### src/rtl/instr_fetch.sv
// Fetch stage: owns the PC, issues word reads on a req/ready handshake and hands words to the control unit.
// Optional FETCH_MISALIGN_CHK_EN: a misaligned taken redirect raises sticky misalign_err and halts fetch.
module instr_fetch #(
  parameter logic [31:0] RESET_PC  = 32'h0000_0000,
  parameter logic [31:0] NOP_INSTR = 32'h0000_0013
) (
  input  logic        clk,
  input  logic        rst,
  output logic        imem_req,
  output logic [31:0] imem_addr,
  input  logic        imem_ready,
  input  logic [31:0] imem_rdata,
  output logic [31:0] instr,
  output logic [31:0] instr_pc,
  output logic        instr_valid,
  input  logic        instr_ready,
  input  logic        redirect_valid,
  input  logic        pcsrc,
  input  logic [31:0] br_offset,
  output logic [7:0]  squash_cnt
`ifdef FETCH_MISALIGN_CHK_EN
  ,
  output logic        misalign_err
`endif
);

  // state   | meaning
  // FETCH   | request outstanding at pc (idle for one cycle after reset)
  // HOLD    | instr valid, waiting for downstream to take it
  // DRAIN   | redirect seen while request pending; finish and discard it
  // HALT    | misaligned redirect seen; fetch stopped until reset
  typedef enum logic [1:0] {
    S_FETCH = 2'd0,
    S_HOLD  = 2'd1,
    S_DRAIN = 2'd2
`ifdef FETCH_MISALIGN_CHK_EN
    ,
    S_HALT  = 2'd3
`endif
  } state_e;

  state_e      state_q;
  logic [31:0] pc_q, addr_q, tgt_q, instr_q, instr_pc_q;
  logic        req_q, valid_q;
  logic [7:0]  squash_q;

  logic        taken, good_redir;
  logic [31:0] raw_tgt, tgt_d, drain_tgt_d;
  logic [7:0]  squash_d;

  assign taken    = redirect_valid & ~pcsrc;
  assign raw_tgt  = instr_pc_q + br_offset;
  assign squash_d = (squash_q == 8'hFF) ? squash_q : squash_q + 8'd1;

`ifdef FETCH_MISALIGN_CHK_EN
  logic err_q, halt_pend_q, bad_redir;
  assign tgt_d        = raw_tgt;
  assign bad_redir    = taken & (raw_tgt[1:0] != 2'b00);
  assign good_redir   = taken & ~bad_redir;
  assign misalign_err = err_q;
`else
  assign tgt_d      = raw_tgt & 32'hFFFF_FFFC;
  assign good_redir = taken;
`endif

  // In DRAIN the newest redirect wins, including one arriving with imem_ready.
  assign drain_tgt_d = good_redir ? tgt_d : tgt_q;

  assign imem_req    = req_q;
  assign imem_addr   = addr_q;
  assign instr       = instr_q;
  assign instr_pc    = instr_pc_q;
  assign instr_valid = valid_q;
  assign squash_cnt  = squash_q;

  always_ff @(posedge clk) begin
    if (!rst) begin
      state_q     <= S_FETCH;
      pc_q        <= RESET_PC;
      addr_q      <= RESET_PC;
      tgt_q       <= RESET_PC;
      req_q       <= 1'b0;
      instr_q     <= NOP_INSTR;
      instr_pc_q  <= 32'h0;
      valid_q     <= 1'b0;
      squash_q    <= 8'h00;
`ifdef FETCH_MISALIGN_CHK_EN
      err_q       <= 1'b0;
      halt_pend_q <= 1'b0;
`endif
    end else begin
      case (state_q)
        S_FETCH: begin
`ifdef FETCH_MISALIGN_CHK_EN
          if (bad_redir) begin
            err_q <= 1'b1;
            if (!req_q || imem_ready) begin
              if (req_q) squash_q <= squash_d;
              req_q   <= 1'b0;
              state_q <= S_HALT;
            end else begin
              halt_pend_q <= 1'b1;
              state_q     <= S_DRAIN;
            end
          end else
`endif
          if (!req_q) begin
            req_q <= 1'b1;
            if (good_redir) begin
              pc_q   <= tgt_d;
              addr_q <= tgt_d;
            end
          end else if (good_redir) begin
            if (imem_ready) begin
              squash_q <= squash_d;
              pc_q     <= tgt_d;
              addr_q   <= tgt_d;
            end else begin
              tgt_q   <= tgt_d;
              state_q <= S_DRAIN;
            end
          end else if (imem_ready) begin
            instr_q    <= imem_rdata;
            instr_pc_q <= pc_q;
            valid_q    <= 1'b1;
            pc_q       <= pc_q + 32'd4;
            req_q      <= 1'b0;
            state_q    <= S_HOLD;
          end
        end

        S_HOLD: begin
`ifdef FETCH_MISALIGN_CHK_EN
          if (bad_redir) begin
            err_q   <= 1'b1;
            valid_q <= 1'b0;
            instr_q <= NOP_INSTR;
            if (!instr_ready) squash_q <= squash_d;
            state_q <= S_HALT;
          end else
`endif
          if (good_redir) begin
            valid_q <= 1'b0;
            instr_q <= NOP_INSTR;
            if (!instr_ready) squash_q <= squash_d;
            pc_q    <= tgt_d;
            addr_q  <= tgt_d;
            req_q   <= 1'b1;
            state_q <= S_FETCH;
          end else if (instr_ready) begin
            valid_q <= 1'b0;
            instr_q <= NOP_INSTR;
            addr_q  <= pc_q;
            req_q   <= 1'b1;
            state_q <= S_FETCH;
          end
        end

        S_DRAIN: begin
`ifdef FETCH_MISALIGN_CHK_EN
          if (bad_redir) begin
            err_q       <= 1'b1;
            halt_pend_q <= 1'b1;
          end
`endif
          if (imem_ready) begin
            squash_q <= squash_d;
`ifdef FETCH_MISALIGN_CHK_EN
            if (halt_pend_q || bad_redir) begin
              req_q   <= 1'b0;
              state_q <= S_HALT;
            end else
`endif
            begin
              pc_q    <= drain_tgt_d;
              addr_q  <= drain_tgt_d;
              state_q <= S_FETCH;
            end
          end else if (good_redir) begin
            tgt_q <= tgt_d;
          end
        end

`ifdef FETCH_MISALIGN_CHK_EN
        S_HALT: begin
          req_q   <= 1'b0;
          valid_q <= 1'b0;
        end
`endif

        default: state_q <= S_FETCH;
      endcase
    end
  end

endmodule

### config.mk
export PLATFORM = sky130hd
export DESIGN_NAME = instr_fetch
export DESIGN_NICKNAME = d
export VERILOG_FILES = /design/src/rtl/instr_fetch.sv
export SDC_FILE = /design/constraint.sdc
export NUM_CORES = 1
export LEC_CHECK = 0
export ABC_AREA = 1
export CAP_MARGIN = 15
export CORE_MARGIN = 1.5
export CORE_UTILIZATION = 45
export DETAILED_ROUTE_END_ITERATION = 6
export GPL_TIMING_DRIVEN = 0
export PLACE_DENSITY_LB_ADDON = 0.1
export SKIP_CTS_REPAIR_TIMING = 1
export SYNTH_ARGS = -nofsm -noshare
export SYNTH_HDL_FRONTEND = slang
export SYNTH_SLANG_ARGS = --single-unit
### constraint.sdc
create_clock -name clk -period 1.85 [get_ports clk]
set_input_delay 0.37 -clock clk [delete_from_list [all_inputs] [get_ports clk]]
set_output_delay 0.37 -clock clk [all_outputs]
set_load 0.01 [all_outputs]
Yosys cells after proc, flatten, opt, wreduce, memory -nomap -nowiden:

Index checks and enable logic that the tools add are counted.

* register bits: 172
* input port bits: 70
* output and inout bits: 106

* $add $sub $neg: 3
* equality and inequality tests: 16
* muxes and demuxes: 52
* bitwise logic cells: 3
* reduce and logical (&&, ||, !) cells: 12

Operator list (number)
* 2-to-1 mux 32 bit: 21
* case mux 32 bit (3 select lines): 2
* case mux 32 bit (2 select lines): 2
* 2-to-1 mux 8 bit: 6
* adder 32 x 3 -> 32 bit, second input constant: 1
* adder 32 bit: 1
* AND reduction 5 bit: 5
* case mux 8 bit (3 select lines): 1
* != test 2 bit, second input constant: 9
* 2-to-1 mux 2 bit: 7
* != test 3 bit, second input constant: 4
* 2-to-1 mux 1 bit: 10
* adder 8 x 1 -> 8 bit, second input constant: 1
* equality test 8 bit, second input constant: 1
* case mux 2 bit (3 select lines): 1
* case mux 1 bit (2 select lines): 2
* AND reduction 4 bit: 1
* nonzero test 2 bit: 2
* AND reduction 3 bit: 1
* nonzero test 3 bit: 1
* equality test 2 x 1 -> 1 bit, second input constant: 1
* equality test 2 bit, second input constant: 1
* zero test 2 bit: 1
* inverter 1 bit: 2
* other kinds (2): 2

Logic depth before layout (Yosys ltp):

* word-level depth: 6
* mapped depth: 16
* gate-level depth less buffers: 16

Least setup slack after synthesis:

Ideal clock, no wire load.

* path kind: reg-to-reg
* start: register state_q[0]
* end: register addr_q[12], in the netlist imem_addr[12]
* library setup time: 0.119 ns
* data arrival time: 1.824 ns
* required time: 1.731 ns
* path slack: -0.093 ns
* stages on the path, launching flop included: 15
* period minus slack after synthesis: 1.943 ns
* cell sequence: dfxtp_1 > inv_1 > ha_1 > buf_4 > inv_2 > a21oi_2 > o21ai_2 > inv_2 > nor2_4 > inv_2 > nor3_4 > buf_4 > nand2_1 > inv_1 > a21oi_1

* word-level cells in the longest chain between the ends: 3
* elaborated cells on any way between the ends: 10

RTL lines
* start, declared: RTL line 42 `state_e state_q;`
* start signal, assigned: RTL line 78 `state_q <= S_FETCH;`
* start signal, assigned: RTL line 120 `state_q <= S_DRAIN;`
* start signal, assigned: RTL line 128 `state_q <= S_HOLD;`
* equality test 2 x 1 -> 1 bit, or another cell as far along: RTL line 92 `case (state_q)`
* != test 3 bit (no line), or another cell as far along
* AND reduction 5 bit (no line)
* end signal, assigned: RTL line 111 `addr_q <= tgt_d;`
* end signal, assigned: RTL line 117 `addr_q <= tgt_d;`
* end signal, assigned: RTL line 147 `addr_q <= tgt_d;`
* end, declared: RTL line 43 `logic [31:0] pc_q, addr_q, tgt_q, instr_q, instr_pc_q;`

Several ways; a longest one is shown, not always the timed one.
A chain may end at the register's enable or synchronous reset.

Worst setup path after layout:

* start: register instr_pc_q[6], in the netlist instr_pc[6]
* end: register addr_q[9], in the netlist imem_addr[9]

* word-level cells in the longest chain between the ends: 5
* elaborated cells on any way between the ends: 9

RTL lines
* start, declared: RTL line 43
* start signal, assigned: RTL line 124 `instr_pc_q <= pc_q;`
* adder 32 bit *: RTL line 52 `assign raw_tgt = instr_pc_q + br_offset;`
* 2-to-1 mux 32 bit: RTL line 114 `if (imem_ready) begin`
* 2-to-1 mux 32 bit: RTL line 113 `end else if (good_redir) begin`
* 2-to-1 mux 32 bit: RTL line 107 `if (!req_q) begin`
* case mux 32 bit (3 select lines) *: RTL line 92

Mark *: on every way between the ends. The rest lies on a longest branch, timed or not. The select of a mux whose other input is x is not followed.

==> results.yml <==
run_status:
  status: "finished with violations"
  violations: "design-rule violations, negative setup slack"
critical_path:
  crit_path_start_kind: "flip-flop"
  cp_data_required_time_ns: 2.24
  r2r-start: "instr_pc[6]$_SDFFE_PN0P_"
  timing.rr.end: "imem_addr[9]$_SDFFE_PN0P_"
  arrival_ns: 2.58
  slowest_stage: "dfxtp_4"
  r2r_cells: 15
  endpoint_kind: "flip-flop"
  cp_slowest_stage_delay_ns: 0.37
  crit_fanout: 4
  cp.buffers_inverters: 2
  crit_chain: "ha_4 -> nand2_1 -> nand2_2 -> nand2_2 -> nand2_2 -> inv_1 -> nand3_4 -> buf_12 -> xor2_4 -> nand2_2 -> nand2_1 -> nand2_1 -> o211ai_1 -> nand2_1 -> a21oi_1"
  crit_family: "simple AND/OR/NAND/NOR gates"
  worstSetupPathType: "flip-flop to flip-flop"
  reg2reg_slack_ns: -0.34
sta:
  setup_viol: 90
  rsz0062_at_grt: "true"
  drv_slew: 0
  maxClockFrequency_ghz: 0.456
  post-route-period-util_pct: 118
  min_period_ns: 2.19
  hold_violations: 0
  max_slew_margin_pct: 45.4
  worst_pin_slew_ns: 0.818
  clock_skew_ns: 0.0157
  fin_ws_ns: -0.341
power_and_ir_drop:
  p_sw_mw: 12.2
  powerDensity_mw_per_mm2: 1480
  clkPwrFrac_pct: 15.6
  ir_drop_v: 0.000860
  combPwrFrac_pct: 60.8
  p_sw_share_pct: 49.5
  power.leakage_nw: 7.79
  seq_power_share_pct: 23.6
  p_int_mw: 12.5
worst_hold_path:
  min_to: "instr[10]$_SDFFE_PN0P_"
  worstHoldPathCells: 3
  hp-start: "imem_rdata[10]"
  holdCritPathClass: "input pin to flip-flop"
yosys:
  synth_top_area_share_pct: 30.3
  mappedNetlistArea_sq_mm: 0.0114
  synthArstFlopShare_pct: 0
  netlist_top_cells_area: "dfxtp_1, nand2_1, a21oi_1, inv_1, o21ai_0"
  netlist.top_cell.by_area: "dfxtp_1"
  synth.avg_cell_area_sq_um: 6.08
  yosysWarningCount: 0
  synth_seq_area_share_pct: 30.3
  synthDistinctLibCells: 47
  ys_seq_elements: 172
  synth_ff_type: "dfxtp_1"
  netlist_instances: 1868
  synth_edf_count: 0
  synth_common_cells: "nand2_1, inv_1, dfxtp_1, a21oi_1, o21ai_0"
  syn_nets: 1974
  synth_most_common_cell: "nand2_1"
global_routing:
  grt_pass1_wl_microns: 66000
  globalRoute.busiestLayer: "met2"
  track_usage_pct: 32.6
  grt_use_met3_pct: 7.20
  antenna_found_initial: 0
  use_met2_pct: 51.4
  grt_pass1_vias: 12000
  grt_overflow: 0
  use_met1_pct: 43.0
  grt_max_degree: 21
drt:
  dr_total_vias: 13800
  drtIter0Drc: 1419
  wl_per_cell_microns: 18.9
  drt_first_pass_iters: 7
  vias_per_cell: 5.61
  drc: 1
  drt.antenna.violating_nets: 0
  totalWireLength_microns: 46500
clocking:
  numClockSinks: 172
  path_clk_slew_ns: 0.08
  clock_path_buffers: 2
  insertion_delay_ns: 0.46
  numCtsBuffers: 17
  htree_levels: 4
  tritoncts: "done"
  cts_root_buf: "clkbuf_16"
placement:
  post-dp-hpwl_microns: 33100
  place.gp.congestion: 0.955
  io_buffers: 174
  pre_cts_slack_ns: -0.989
  place_area_sq_mm: 0.0137
floorplanning:
  io_pins: 176
  dieArea_sq_mm: 0.0262
  die_y_microns: 162
  fp.coreArea_sq_mm: 0.0245
  start_util_pct: 46.3
  fp.dieW_microns: 162
  core.rowCount: 57
cells_and_area:
  area_delta_synth_final_pct: 47.5
  fin_nets: 2233
  final_area_sq_mm: 0.0168
  antenna_cells: 0
  fill_cells: 2118
  layout-drive-gt1-share_pct: 26.5
job:
  cap_violations: 0
-- through the flow --
| step | power [mW] | cells | setup TNS (ns) | utilization [%] | hold slack (ns) |
|---|---|---|---|---|---|
| after floorplan | 12.9 | 1868 | -0.659 | - | 0.441 |
| after global placement | 17.0 | 2366 | -118.90 | 55.8 | 0.447 |
| after detailed placement | 17.1 | 2366 | -123.16 | 55.8 | 0.452 |
| after CTS | 20.9 | 2398 | -72.35 | 58.3 | 0.462 |
| after global routing | 25.9 | 2464 | -27.14 | 68.3 | 0.475 |
| final | 24.7 | 2464 | -18.01 | 68.3 | 0.456 |
-- worst max-delay path by stage --
stage / start / end / slack, ns / cells after the start
2_1_floorplan: state_q[0]$_SDFFE_PN0P_ / imem_addr[4]$_SDFFE_PN0P_ / -0.03 / 13
3_3_place_gp: br_offset[12] / imem_addr[22]$_SDFFE_PN0P_ / -1.0 / 17
3_5_place_dp: br_offset[12] / imem_addr[22]$_SDFFE_PN0P_ / -0.99 / 17
4_1_cts: state_q[1]$_SDFFE_PN0P_ / imem_addr[13]$_SDFFE_PN0P_ / -0.69 / 10
5_1_grt: instr_pc[7]$_SDFFE_PN0P_ / pc_q[28]$_SDFFE_PN0P_ / -0.41 / 16
6_report: instr_pc[6]$_SDFFE_PN0P_ / imem_addr[9]$_SDFFE_PN0P_ / -0.34 / 15
-- cell families after synthesis --
| kind of cell | count (synthesis) | synth area share (%) |
|---|---|---|
| adders and majority gates | 36 | 3.96 |
| and+or+nand+nor | 932 | 34.0 |
| xor gates and xnor gates | 17 | 1.77 |
| DFF | 172 | 30.3 |
| buffers and inverters | 303 | 10.8 |
| AOI/OAI and AO/OA | 408 | 19.2 |
-- registers in the layout, summed over array words and instances (netlist names) --
name         cells
instr_pc        32
state_q          2
imem_addr       32
imem_req         1
pc_q            32
instr_valid      1
instr           32
tgt_q           32
squash_cnt       8
-- worst register-to-register path, stage by stage (launching register included) --
cell      delay (ns)
dfxtp_4         0.37
ha_4            0.31
nand2_1         0.08
nand2_2         0.10
nand2_2         0.06
nand2_2         0.09
inv_1           0.07
nand3_4         0.14
buf_12          0.13
xor2_4          0.16
nand2_2         0.09
nand2_1         0.07
nand2_1         0.07
o211ai_1        0.10
nand2_1         0.14
a21oi_1         0.15
-- layout by cell type, fill, tap and decap left out, types with 17 or more instances in the layout --
cell type	instances
clkbuf_1	27
dlymetal6s2s_1	23
nand3_2	28
nand2_2	113
o21ai_0	133
a21oi_1	118
a21oi_2	51
o21ai_1	22
ha_4	33
nand2_4	31
nor2_4	17
nand3_1	24
clkbuf_16	20
nor2_2	18
dfxtp_1	137
buf_4	63
a31oi_1	39
inv_1	195
dfxtp_2	26
clkdlybuf4s50_1	151
nor2_1	71
nand2_1	568
-- power by group through the flow --
stage / registers [mW] / logic [mW] / clock network (mW)
6_report: 5.83 / 15.0 / 3.86
3_3_place_gp: 5.73 / 11.2 / 0
4_1_cts: 5.68 / 11.4 / 3.81
5_1_grt: 5.93 / 16.0 / 3.96
3_5_place_dp: 5.75 / 11.4 / 0
2_1_floorplan: 5.76 / 7.16 / 0
-- cell type report --
cell class | instances | area (sq um) | share of cell area [%]
buffer | 82 | 483 | 2.88
clock buffer | 17 | 425 | 2.54
clock inverter | 15 | 183 | 1.09
inverter | 219 | 847 | 5.06
multi-input combinational | 1393 | 8480 | 50.6
sequential | 172 | 3510 | 20.9
tap | 324 | 405 | 2.42
timing repair buffer | 242 | 2420 | 14.4
-- metal layers --
layer / up-vias / part of all wire [%]
met4: 0 / 4.7
met2: 787 / 45
met5: - / 0
met1: 6342 / 40
li1: 6506 / -
met3: 180 / 10
(Power assumes the default switching activity.)
